### config.mk
export PLATFORM = sky130hd
export DESIGN_NAME = mcs4_rom_arb
export DESIGN_NICKNAME = d
export VERILOG_FILES = /design/src/rtl/mcs4_rom_arb.sv
export SDC_FILE = /design/constraint.sdc
export NUM_CORES = 1
export LEC_CHECK = 0
export CAP_MARGIN = 20
export CORE_MARGIN = 1.5
export CORE_UTILIZATION = 37
export DETAILED_ROUTE_END_ITERATION = 16
export GPL_TIMING_DRIVEN = 0
export PLACE_DENSITY_LB_ADDON = 0.12
export SLEW_MARGIN = 20
export SYNTH_ARGS = -nofsm -noshare
export SYNTH_HDL_FRONTEND = slang
export SYNTH_SLANG_ARGS = --single-unit
### constraint.sdc
create_clock -name clk -period 2.13 [get_ports clk]
set_input_delay 0.5325 -clock clk [delete_from_list [all_inputs] [get_ports clk]]
set_output_delay 0.5325 -clock clk [all_outputs]
set_load 0.02 [all_outputs]
### src/rtl/mcs4_rom_arb.sv
// mcs4_rom_arb: MCS-4 ROM emulation that shares one program memory between CPU fetches and a host port.
// The phase tracker follows CPU sync, and a host request waits only when it collides with an A3 fetch.
module mcs4_rom_arb (
   input  logic        clk,
   input  logic        rst,
   input  logic        sync,
   input  logic [3:0]  cpu_dbus,
   output logic [3:0]  rom_dout,
   output logic        mem_en,
   output logic        mem_we,
   output logic [11:0] mem_addr,
   output logic [7:0]  mem_wdata,
   input  logic [7:0]  mem_rdata,
   input  logic        host_req,
   input  logic        host_we,
   input  logic [11:0] host_addr,
   input  logic [7:0]  host_wdata,
   output logic        host_gnt,
   output logic        host_rvalid,
   output logic [7:0]  host_rdata,
   output logic        locked,
   output logic        sync_err
);

   typedef enum logic [2:0] {A1, A2, A3, M1, M2, X1, X2, X3} phase_t;

   phase_t     phase, phase_nxt;
   logic       locked_q, sync_err_q, rvalid_q;
   logic [3:0] addr_lo, addr_mid, fetch_buf;
   logic       fetch, grant;

   always_ff @(posedge clk) begin
      if (rst) phase <= A1;
      else     phase <= phase_nxt;
   end

   always_comb begin
      phase_nxt = sync ? A1 : phase_t'(phase + 3'd1);
   end

   // Only the low nibble of the fetched byte is replayed in M2, so only it is held.
   always_ff @(posedge clk) begin
      if (rst) begin
         locked_q   <= 1'b0;
         sync_err_q <= 1'b0;
         addr_lo    <= 4'h0;
         addr_mid   <= 4'h0;
         fetch_buf  <= 4'h0;
         rvalid_q   <= 1'b0;
      end else begin
         if (sync) locked_q <= 1'b1;
         if (sync && locked_q && phase != X3) sync_err_q <= 1'b1;
         if (locked_q && phase == A1) addr_lo <= cpu_dbus;
         if (locked_q && phase == A2) addr_mid <= cpu_dbus;
         if (locked_q && phase == M1) fetch_buf <= mem_rdata[3:0];
         rvalid_q <= grant && !host_we;
      end
   end

   // The A3 fetch always wins the memory; the host takes every other cycle.
   always_comb begin
      fetch       = !rst && locked_q && phase == A3;
      grant       = !rst && host_req && !fetch;
      mem_en      = fetch || grant;
      mem_we      = grant && host_we;
      mem_addr    = fetch ? {cpu_dbus, addr_mid, addr_lo} : grant ? host_addr : 12'h000;
      mem_wdata   = mem_we ? host_wdata : 8'h00;
      host_gnt    = grant;
      host_rvalid = !rst && rvalid_q;
      host_rdata  = host_rvalid ? mem_rdata : 8'h00;
      rom_dout    = (rst || !locked_q) ? 4'h0 :
                    phase == M1 ? mem_rdata[7:4] :
                    phase == M2 ? fetch_buf : 4'h0;
      locked      = !rst && locked_q;
      sync_err    = !rst && sync_err_q;
   end

endmodule

# Yosys cells after proc, flatten, opt, wreduce, memory -nomap -nowiden
# Cells that the tools add are included.
dict set report totals {
  reg_bits 18
  word_cells 41
}
dict set report classes {
  n_addsub 1
  eq_ne 5
  n_mux 7
  reduce_logical 21
}
# cell count
set op_table {}
lappend op_table {{12-bit two-way mux} 2}
lappend op_table {{8-bit two-way mux} 2}
lappend op_table {{1-bit logical AND} 13}
lappend op_table {{4-bit two-way mux} 3}
lappend op_table {{3-bit by 2-bit == test with 1-bit output, second input constant} 2}
lappend op_table {{1-bit logical NOT} 4}
lappend op_table {{3-bit by 1-bit adder with 3-bit output, second input constant} 1}
lappend op_table {{3-bit by 1-bit == test with 1-bit output, second input constant} 1}
lappend op_table {{3-bit == test, second input constant} 1}
lappend op_table {{3-bit logical NOT} 1}
lappend op_table {{3-bit != test, second input constant} 1}
lappend op_table {{1-bit logical OR} 2}
lappend op_table {{2-bit OR reduction} 1}

# Logic depth before layout (Yosys ltp)
dict set report depth {
  ltp_word 7
  mapped_depth 6
  ltp_nobuf 4
}

# Worst setup path after synthesis
# No wires, ideal clock.
dict set report synth_timing {
  path_kind {register to output}
  from {register phase[0]}
  to {output port rom_dout[0]}
  t_arrival_ns 1.511
  t_required_ns 1.597
  setup_slack_ns 0.086
  stages_incl_launch_ff 6
  cell_sequence {dfxtp_1 -> ha_1 -> ha_1 -> clkbuf_1 -> nand4b_1 -> a21oi_1}
}
dict set report synth_via {
  elab_chain_len 4
}
# element line
set synth_lines {}
lappend synth_lines {{start: declaration} 27} ;# phase_t phase, phase_nxt;
lappend synth_lines {{start signal: assignment} 34} ;# else phase <= phase_nxt;
lappend synth_lines {{3-bit == test} 73} ;# phase == M2 ? fetch_buf : 4'h0;
lappend synth_lines {{4-bit two-way mux} 73}
lappend synth_lines {{4-bit two-way mux *} 72} ;# phase == M1 ? mem_rdata[7:4] :
lappend synth_lines {{4-bit two-way mux *} 71} ;# rom_dout = (rst || !locked_q) ? 4'h0 :
lappend synth_lines {{end: declaration} 8} ;# output logic [3:0] rom_dout,
# Every way passes the cells marked *; elsewhere a longest branch is shown, timed or not.

# Final worst setup path
dict set report layout_timing {
  from {register phase[1]}
  to {output port rom_dout[0]}
}
# Same word-level chain as after synthesis.

==> impl_metrics.env <==
export IMPL_final_common_cell="clkdlybuf4s50_1"
export IMPL_dieHeight_um=60.2
export IMPL_grt_max_degree=11
export IMPL_cts_buffers=3
export IMPL_finalWirelength_mm=4.34
export IMPL_start_util=0.393
export IMPL_grt_overflow_total=0
export IMPL_diodes=0
export IMPL_fin_crit_sh=1.05
export IMPL_cts_sinks=18
export IMPL_syn_num_nets=185
export IMPL_grt_pass1_wl_mm=6.31
export IMPL_drc=0
export IMPL_routedWlPerCell_um=15.7
export IMPL_synth_area_leader_cell="dfxtp_1"
export IMPL_cts_tree="yes"
export IMPL_die_area_um2=3620
export IMPL_critPathLaunchType="flop"
export IMPL_num_rows=20
export IMPL_nNetsFinal=278
export IMPL_period_minus_slack_ns=2.24
export IMPL_post_dp_cell_area_um2=1990
export IMPL_ys_seq_area_frac=0.298
export IMPL_hold_path_class="reg -> reg"
export IMPL_fin_skew_ns=0.00367
export IMPL_setup_viol=15
export IMPL_required_ns=1.60
export IMPL_hold_buffers=0
export IMPL_groute_usage_overall=0.233
export IMPL_design_power_total_uw=777
export IMPL_core_area_um2=3080
export IMPL_ant_nets=0
export IMPL_firstDrtPassIters=4
export IMPL_finalHoldViolCount=0
export IMPL_ys_ff_latch=18
export IMPL_grt_pass1_vias=1383
export IMPL_clockRootBuffer="clkbuf_4"
export IMPL_maxCapViolCount=0
export IMPL_setup_tns_final_ns=-0.684
export IMPL_cts_path_max_buffers=2
export IMPL_p_leak_nw=0.995
export IMPL_final_max_slew_viol_count=0
export IMPL_htreeDepth=1
export IMPL_path_class="reg -> out"
export IMPL_ios=75
export IMPL_syn2layout_area_growth_pct=84.3
export IMPL_via_count=1422
export IMPL_die_x_um=60.2
export IMPL_tightest_slew_ns=0.368
export IMPL_synth_area_leaders="dfxtp_1, a32o_1, nand2b_1"
export IMPL_syn_avg_cell_area_um2=8.51
export IMPL_yosysUniqueCellTypes=28
export IMPL_place_ws_ns=-0.890
export IMPL_design_area_um2=2230
export IMPL_peakVddDrop_v=0.000279
export IMPL_crit_fanout=5
export IMPL_drive_above_1_share=0.399
export IMPL_mostFrequentLayoutCells="clkdlybuf4s50_1, buf_4, buf_6"
export IMPL_cp_data_arrival_time_ns=1.71
export IMPL_clkSlewWorstSetupHoldPaths_ns=0.10
export IMPL_clock_latency_ns=0.30
export IMPL_status="finished with violations"
export IMPL_antenna_found_initial=0
export IMPL_p_per_area_nw_per_um2=349
export IMPL_syn_cell_area_um2=1210
export IMPL_dpl_hpwl_mm=2.86
export IMPL_synth_top_cell_area_share=0.298
export IMPL_max_freq_mhz=446
export IMPL_final_util=0.724
export IMPL_setup_ws_ns=-0.114
export IMPL_relSlewSlack=0.754
export IMPL_synth_cells=142
export IMPL_port_buffers=73
export IMPL_via_per_inst=5.13
export IMPL_initialDrtViolationCount=57
export IMPL_globalplace_congestion=0.747
export IMPL_critPathCaptureType="primary output"
export IMPL_ys_warn_count=0
export IMPL_rsz0062_at_grt="true"
export IMPL_violations="negative setup slack"
## through the flow
| step | hold WS (ns) | std cells |
|---|---|---|
| 6_report | 0.485 | 277 |
| 2_1_floorplan | 0.444 | 142 |
| 4_1_cts | 0.494 | 272 |
| 5_1_grt | 0.513 | 277 |
| 3_3_place_gp | 0.459 | 259 |
| 3_5_place_dp | 0.477 | 259 |
## layout make-up
class	instances	area (um^2)
Multi-Input combinational cell	108	860
Fill cell	246	851
Timing Repair Buffer	88	810
Sequential cell	18	370
Buffer	12	95.1
Tap cell	44	55.1
Clock buffer	3	22.5
Inverter	4	15.0
## timing repair
action / 4_1_cts / 5_1_grt
pin swaps: 7 / 4
setup endpoints to repair: 38 / 35
cloned: 2 / 1
resized for setup: 207 / 25
buffers inserted: 9 / 4
## flip-flops by register name, indices dropped and copies added, names as in the netlist
register,flops
locked_q,1
addr_lo,4
sync_err_q,1
phase,3
fetch_buf,4
rvalid_q,1
addr_mid,4
## Yosys cell counts
library cell and n:
a21bo_2 4, a21oi_1 8, a32o_1 12, and2_1 8
and3_1 1, and3b_1 2, and4bb_1 1, buf_1 1
buf_2 6, buf_6 1, clkbuf_1 4, clkbuf_2 1
dfxtp_1 18, ha_1 6, inv_1 4, mux2i_1 8
nand2_1 12, nand2b_1 15, nand3_1 4, nand3b_1 1
nand3b_4 1, nand4b_1 4, nor2_1 3, nor2b_1 3
nor3_1 11, nor3b_1 1, o21ai_0 1, o21bai_1 1
## logic make-up after synthesis
logic type / synth area share
DFF: 0.298
adders and majority gates: 0.0621
and+or+nand+nor: 0.331
AOI/OAI and AO/OA: 0.176
buffers and inverters: 0.0662
muxes: 0.0663
## critical path, cell delays in order (launching register included)
cell and delay [ns]:
dfxtp_4 0.38, ha_4 0.17, ha_4 0.17, buf_8 0.12
nand4b_1 0.21, a21oi_2 0.20, buf_4 0.16
## per-layer routing
layer	share of wire	global-route usage
met1	0.41	0.265
met2	0.55	0.433
met3	0.029	0.0519
met4	0.012	0.0571
met5	0	0
## where the power goes
part / internal (mW) / switching, mW
combinational: 0.138 / 0.109
clock: 0.0660 / 0.106
sequential: 0.348 / 0.0104
## final timing paths
check | startpoint | slack [ns] | cells after the start | endpoint
setup / recovery | phase[1] | -0.11 | 6 | rom_dout[0]
hold / removal | addr_mid[2] | 0.48 | 2 | addr_mid[2]
setup reg to reg | phase[0] | 0.74 | 6 | addr_lo[2]
hold reg to reg | addr_mid[2] | 0.48 | 2 | addr_mid[2]
Note: power is estimated with default switching activity, not from simulation.
